[config.mk]
export PLATFORM = sky130hd
export DESIGN_NAME = hilo_mult_unit
export DESIGN_NICKNAME = d
export VERILOG_FILES = /design/src/rtl/hilo_mult_unit.sv
export SDC_FILE = /design/constraint.sdc
export NUM_CORES = 1
export LEC_CHECK = 0
export ABC_AREA = 1
export CAP_MARGIN = 20
export CORE_MARGIN = 2
export CORE_UTILIZATION = 45
export DETAILED_ROUTE_END_ITERATION = 12
export HOLD_SLACK_MARGIN = 0.12
export PLACE_DENSITY_LB_ADDON = 0.12
export SKIP_LAST_GASP = 1
export SLEW_MARGIN = 0
export SYNTH_ARGS = -nofsm -noshare
export SYNTH_HDL_FRONTEND = slang
export SYNTH_SLANG_ARGS = --single-unit
[constraint.sdc]
create_clock -name clk -period 2.2 [get_ports clk]
set_input_delay 0.22 -clock clk [delete_from_list [all_inputs] [get_ports clk]]
set_output_delay 0.22 -clock clk [all_outputs]
set_load 0.02 [all_outputs]
[src/rtl/hilo_mult_unit.sv]
// HI/LO register pair with an iterative radix-2 shift-add 32x32 multiplier.
// MULT/MULTU take 33 clocks start-to-result; MTHI/MTLO write HI/LO directly when idle.
module hilo_mult_unit #(
    parameter int WIDTH = 32
) (
    input  logic             clk,
    input  logic             rst_n,
    input  logic             start,
    input  logic             is_signed,
    input  logic [WIDTH-1:0] a,
    input  logic [WIDTH-1:0] b,
    input  logic             mthi,
    input  logic             mtlo,
    input  logic [WIDTH-1:0] wdata,
    output logic             busy,
    output logic             done,
    output logic [WIDTH-1:0] hi,
    output logic [WIDTH-1:0] lo,
    output logic [1:0]       dbg_state
);

    localparam int CW = $clog2(WIDTH) + 1;
    localparam logic [CW-1:0] LAST_ITER = CW'(WIDTH - 1);

    typedef enum logic [1:0] {
        S_IDLE   = 2'd0,
        S_RUN    = 2'd1,
        S_FINISH = 2'd2
    } state_t;

    state_t             r_state;
    state_t             w_next_state;

    logic [WIDTH-1:0]   r_mcand;
    logic [WIDTH-1:0]   r_mplier;
    logic [2*WIDTH-1:0] r_acc;
    logic               r_neg;
    logic [CW-1:0]      r_cnt;
    logic [WIDTH-1:0]   r_hi;
    logic [WIDTH-1:0]   r_lo;
    logic               r_done;

    logic               w_start_accept;
    logic               w_mt_allowed;
    logic [WIDTH-1:0]   w_mag_a;
    logic [WIDTH-1:0]   w_mag_b;
    logic [WIDTH-1:0]   w_addend;
    logic [WIDTH:0]     w_sum;
    logic [2*WIDTH-1:0] w_product;

    // Handshake: start is a level request honoured only on an edge where the
    // unit is idle (busy=0); there is no queuing, so a start seen while busy
    // is dropped. done pulses for one cycle when HI/LO take the new product.
    assign w_start_accept = (r_state == S_IDLE) && start;
    assign w_mt_allowed   = (r_state == S_IDLE) && !start;

    // The most negative value's magnitude still fits in WIDTH unsigned bits.
    assign w_mag_a = (is_signed && a[WIDTH-1]) ? (~a + 1'b1) : a;
    assign w_mag_b = (is_signed && b[WIDTH-1]) ? (~b + 1'b1) : b;

    assign w_addend  = r_mplier[0] ? r_mcand : '0;
    assign w_sum     = {1'b0, r_acc[2*WIDTH-1:WIDTH]} + {1'b0, w_addend};
    assign w_product = r_neg ? ({(2*WIDTH){1'b0}} - r_acc) : r_acc;

    always_ff @(posedge clk or negedge rst_n) begin
        if (!rst_n) begin
            r_state <= S_IDLE;
        end else begin
            r_state <= w_next_state;
        end
    end

    always_comb begin
        w_next_state = r_state;
        case (r_state)
            S_IDLE: begin
                if (start) begin
                    w_next_state = S_RUN;
                end
            end
            S_RUN: begin
                if (r_cnt == LAST_ITER) begin
                    w_next_state = S_FINISH;
                end
            end
            S_FINISH: begin
                w_next_state = S_IDLE;
            end
            default: begin
                w_next_state = S_IDLE;
            end
        endcase
    end

    always_ff @(posedge clk or negedge rst_n) begin
        if (!rst_n) begin
            r_mcand  <= '0;
            r_mplier <= '0;
            r_acc    <= '0;
            r_neg    <= 1'b0;
            r_cnt    <= '0;
        end else if (w_start_accept) begin
            r_mcand  <= w_mag_a;
            r_mplier <= w_mag_b;
            r_acc    <= '0;
            r_neg    <= is_signed & (a[WIDTH-1] ^ b[WIDTH-1]);
            r_cnt    <= '0;
        end else if (r_state == S_RUN) begin
            // The carry out of the upper-half add shifts into the MSB.
            r_acc    <= {w_sum, r_acc[WIDTH-1:1]};
            r_mplier <= r_mplier >> 1;
            r_cnt    <= r_cnt + 1'b1;
        end
    end

    always_ff @(posedge clk or negedge rst_n) begin
        if (!rst_n) begin
            r_hi   <= '0;
            r_lo   <= '0;
            r_done <= 1'b0;
        end else begin
            r_done <= (r_state == S_FINISH);
            if (r_state == S_FINISH) begin
                r_hi <= w_product[2*WIDTH-1:WIDTH];
                r_lo <= w_product[WIDTH-1:0];
            end else if (w_mt_allowed) begin
                if (mthi) begin
                    r_hi <= wdata;
                end
                if (mtlo) begin
                    r_lo <= wdata;
                end
            end
        end
    end

    assign busy      = (r_state != S_IDLE);
    assign done      = r_done;
    assign hi        = r_hi;
    assign lo        = r_lo;
    assign dbg_state = r_state;

endmodule

# Word level (Yosys, flattened, before mapping)
# Cells that the tools add are included.
# word_totals
elab_cells	56
ff_bits	202
input_bits	102
# op_classes
muxes	19
n_reduce_logical	14
n_eq_ne	5
add_sub_neg	5
bitwise_logic	4
# op_table
operator	n
$mux 32	11
$mux 64	3
$add 32x1->32 const B	2
$not 32->32	2
$sub 1x64->64 const A	1
$add 32x32->33	1
$mux 6	2
$reduce_bool 2->1	5
$add 6x1->6 const B	1
$eq 6x5->1 const B	1
$reduce_and 2->1	3
$logic_and 1x1->1	4
$mux 2	2
$ne 2x2->1 const B	2
$pmux 2 s2	1
$eq 2x1->1 const B	1
$eq 2x2->1 const B	1
$logic_not 2->1	1
$and 1x1->1	1
$logic_not 1->1	1
$xor 1x1->1	1

# Logic depth before layout (Yosys ltp)
# logic_depth
depth_word	4
ltp_mapped	17

# Worst setup path before layout
# Ideal clock, no wire load.
# synth_timing
path_kind	register to register
start	register r_mplier[0]
end	register r_acc[55]
arrival_ns	2.347
setup_time_ns	0.118
period_less_slack_ns	2.465
path_stages_with_launch	18
path_slack_ns	-0.265
n_path_buf	2
required_ns	2.082
cell_sequence	dfrtp_1 > clkbuf_1 > clkbuf_1 > nand2_1 > inv_1 > ha_1 > inv_1 > fa_1 > o21ai_0 > nand2_1 > nand2_1 > nand2_1 > nand2_1 > nand2_1 > nand2_1 > nand2_1 > nand3_1 > nand2_1
# synth_between
elab_chain_cells	4
# synth_lines
element	line_no	text
start, declared	35	logic [WIDTH-1:0] r_mplier;
start signal, assigned	104	r_mplier <= w_mag_b;
start signal, assigned	111	r_mplier <= r_mplier >> 1;
$mux 32	61	assign w_addend = r_mplier[0] ? r_mcand : '0;
$add 32x32->33	62	assign w_sum = {1'b0, r_acc[2*WIDTH-1:WIDTH]} + {1'b0, w_addend};
$mux 64	108	end else if (r_state == S_RUN) begin
$mux 64	102	end else if (w_start_accept) begin
end signal, assigned	110	r_acc <= {w_sum, r_acc[WIDTH-1:1]};
end, declared	36	logic [2*WIDTH-1:0] r_acc;
# Every way passes these cells. The select of a mux whose other input is x is not followed.
# A chain may end at the register's enable or synchronous reset.

# Final worst setup path
# layout_timing
start	register r_mplier[0]
end	register r_acc[40]
# The elaborated chain is that of the path after synthesis.

==> results by group <==
Synth
  – Gate Count Post-Synth: 2254
  – EDFF count, synth: 0
  – Ys async rst share: 100%
  – Number of synthesized register bits: 202
  – Synth Flop Type: dfrtp_1
  – Avg Inst Size Synth: 6.48 sq um
  – Cell Area, Synth: 0.0146 sq mm
  – Netlist cell types: 47
  – Net Count, Synth: 2393
  – Synth warnings: 0
  – Register area share after synthesis: 34.6%

Worst setup path
  – Crit path kind: flop to flop
  – Worst path bufs/invs: 6
  – CP top delay family: buffers and inverters
  – CP Launch Type: flop
  – Critical Path RT: 2620 ps
  – Crit path capture type: flop
  – CP max stage cell: dfrtp_2
  – CP max stage delay: 480 ps
  – Cell Chain, Critical Path: clkbuf_16 -> nand2_1 -> inv_2 -> ha_4 -> buf_4 -> nand2_2 -> inv_1 -> nand2_1 -> inv_1 -> nand3_1 -> nand3b_1 -> buf_4 -> o21ai_0 -> o21ai_0
  – Worst EP arrival: 2730 ps
  – Crit-path max FO: 11

Detailed routing
  – Routed Antenna Nets: 0
  – Total number of vias: 15.9k
  – Initial DRC Count: 1144
  – Detailed Route WL: 51800 um
  – DR WL/cell: 17.4 um
  – Via/cell ratio: 5.37
  – DRT Pass-1 Iters: 6
  – DRC: 0

Die
  – Chip Height: 184 um
  – Initial Util: 46.0%
  – Ports: 170
  – Die span in x: 184 um
  – # rows: 65
  – Full die area: 0.0339 sq mm
  – Core area: 0.0318 sq mm

Clock tree
  – Clk pin slew, worst setup/hold paths: 60 ps
  – CTS buffer count: 25
  – H-Tree Depth: 1
  – Clock root buffer: clkbuf_16
  – Clk Latency, worst-skew pair: 550 ps
  – Clk sinks: 202
  – CTS tree: done
  – CTS max path bufs: 3

Timing
  – Slew @ Worst Pin: 805 ps
  – RSZ-0062 raised after global routing: yes
  – Minimum clock period: 2320 ps
  – Final Cycle Share: 105%
  – Setup Viol. Count Final: 18
  – Setup ws final: -117 ps
  – Max-slew headroom: 46.1%
  – Final hold vios: 0
  – Slew Viols, Final: 0
  – Fmax: 432 MHz
  – Layout Skew: 27.7 ps

Run status
  – Failing checks: setup timing
  – Status: complete, but fails checks

GRT
  – Total Routing Usage GR: 30.0%
  – Pin count of the biggest net entering global routing: 80
  – Vias in the first global route: 15.2k
  – Total global routing overflow: 0
  – First-pass GRT wire length: 80100 um
  – Initial antenna violation count: 0

Placement
  – Placed inst area: 0.0177 sq mm
  – HPWL Detailed: 39500 um
  – Placer Congestion: 0.982
  – Port Buffers: 169

Layout
  – Final core occ: 61.2%
  – Final nets: 2658
  – Area delta synth->final: 33.2%
  – Register area: 0.00506 sq mm
  – Area of the multi-input gates: 0.00898 sq mm
  – Layout cell share with drive strength beyond 1: 14.4%
  – Ant diodes: 0
  – Final Cell Area: 0.0195 sq mm
  – Filler cell count: 3010

Run
  – Max-cap violation count: 0

Pwr
  – Pwr/cell area: 1530 mW/mm^2
  – Maximum VDD drop: 0.806 mV
  – Cell leakage power: 9.32 nW

Min path
  – HP Class: input port to asynchronous set/reset pin
timing repair:
| item | CTS | global route |
|---|---|---|
| endpoints found under the hold margin | 196 | 0 |
| hold buffers | 1 | 0 |
| endpoints found under the setup margin | 22 | 50 |
| pin swaps | 4 | 9 |
| gates resized for setup | 69 | 115 |
| setup buffers | 1 | 5 |
| gates cloned | 0 | 3 |
kinds of logic after synthesis:
logic type / Yosys count / synth area share, %
DFF: 202 / 34.6
and+or+nand+nor: 1204 / 34.2
AOI/OAI and AO/OA: 417 / 16.5
xor gates and xnor gates: 32 / 1.92
buffers and inverters: 362 / 9.48
adders and majority gates: 37 / 3.22
layer usage:
layer  vias up  track usage, %  part of all wire, %
met1      7395            41.2                   45
li1       7860               -                    -
met3       110            3.54                  6.2
met2       584            48.5                   45
met5         -               0                    0
met4         0            11.7                  4.3
layout by cell type (no fill, tap or decap), types with 5 or more instances in the layout:
cell             instances
a21boi_0                10
a21boi_1                13
a21oi_1                 97
a21oi_2                 29
a22oi_1                 18
a2bb2oi_1               31
buf_12                  10
buf_4                  130
clkbuf_16               27
clkdlybuf4s50_1        168
clkinv_2                 5
dfrtp_1                200
ha_1                     8
ha_4                    25
inv_1                  273
inv_2                   10
nand2_1                633
nand2_2                 34
nand2_4                  9
nand3_1                186
nand3b_1                12
nand4_1                 24
nor2_1                 243
nor2_2                  12
nor2_4                  20
nor3_1                  10
o21ai_0                133
o21ai_1                 15
o21ai_2                 11
o22ai_1                 40
or2_2                    9
xnor2_1                  7
xor2_1                  25
cell type report:
| cell class | instances | share of cell area (%) |
|---|---|---|
| clock buffer | 29 | 3.45 |
| clock inverter | 16 | 1.02 |
| inverter | 286 | 5.53 |
| timing repair buffer | 313 | 15.1 |
| sequential | 202 | 26.0 |
| tap | 435 | 2.80 |
| multi-input combinational | 1691 | 46.1 |
report_power, final:
part / total [mW] / internal [mW] / switching [mW]
combinational: 18.3 / 7.73 / 10.5
sequential: 7.26 / 5.53 / 1.73
clock: 4.36 / 2.57 / 1.79
total: 29.9 / 15.8 / 14.0
synthesized netlist by cell type, types with 5 or more instances:
| master | count | area [sq um] |
|---|---|---|
| a22oi_1 | 18 | 135 |
| buf_2 | 19 | 95.1 |
| a21oi_1 | 127 | 636 |
| nand4_1 | 24 | 150 |
| xor2_1 | 25 | 219 |
| nor2_1 | 265 | 995 |
| nand2_2 | 5 | 31.3 |
| nor3_1 | 13 | 65.1 |
| a21boi_0 | 11 | 82.6 |
| dfrtp_1 | 202 | 5050 |
| nand3b_1 | 12 | 90.1 |
| nand2_1 | 669 | 2510 |
| nand3_1 | 187 | 936 |
| xnor2_1 | 7 | 61.3 |
| a2bb2oi_1 | 31 | 272 |
| inv_1 | 280 | 1050 |
| a21boi_1 | 12 | 90.1 |
| o22ai_1 | 40 | 250 |
| or2_2 | 9 | 56.3 |
| clkbuf_1 | 50 | 188 |
| buf_1 | 6 | 22.5 |
| ha_1 | 36 | 450 |
| nor2_4 | 7 | 78.8 |
| o21ai_0 | 154 | 771 |
sequential cells by signal, indices dropped and copies added, names as in the netlist:
signal	cells
dbg_state	2
done	1
lo	32
r_mcand	32
r_cnt	6
r_neg	1
r_acc	64
hi	32
r_mplier	32
final timing paths:
kind / startpoint / endpoint / slack (ps) / cells after the start
worst max-delay path: r_mplier[0]$_DFFE_PN0P_ / r_acc[40]$_DFFE_PN0P_ / -120 / 14
worst min-delay path: rst_n / lo[12]$_DFFE_PN0P_ / 200 / 2
worst max register to register: r_mplier[0]$_DFFE_PN0P_ / r_acc[40]$_DFFE_PN0P_ / -120 / 14
worst min register to register: r_mcand[18]$_DFFE_PN0P_ / r_mcand[18]$_DFFE_PN0P_ / 480 / 2
max in group asynchronous: rst_n / r_acc[52]$_DFFE_PN0P_ / 1320 / 3
min in group clk: b[21] / r_mplier[21]$_DFFE_PN0P_ / 310 / 4
metrics by stage:
stage | total power, mW | setup TNS, ps | worst slack (ps) | hold WS [ps] | instances
floorplan | 16.2 | 0 | 32.8 | -75.6 | 2254
global placement | 22.6 | -420 | -106 | 224 | 2917
detailed placement | 22.9 | -988 | -116 | 219 | 2917
CTS | 28.1 | -321 | -65.5 | 195 | 2964
global route | 32.1 | -4470 | -280 | 239 | 2972
finish | 29.9 | -1020 | -117 | 195 | 2972
(Power assumes the default switching activity.)
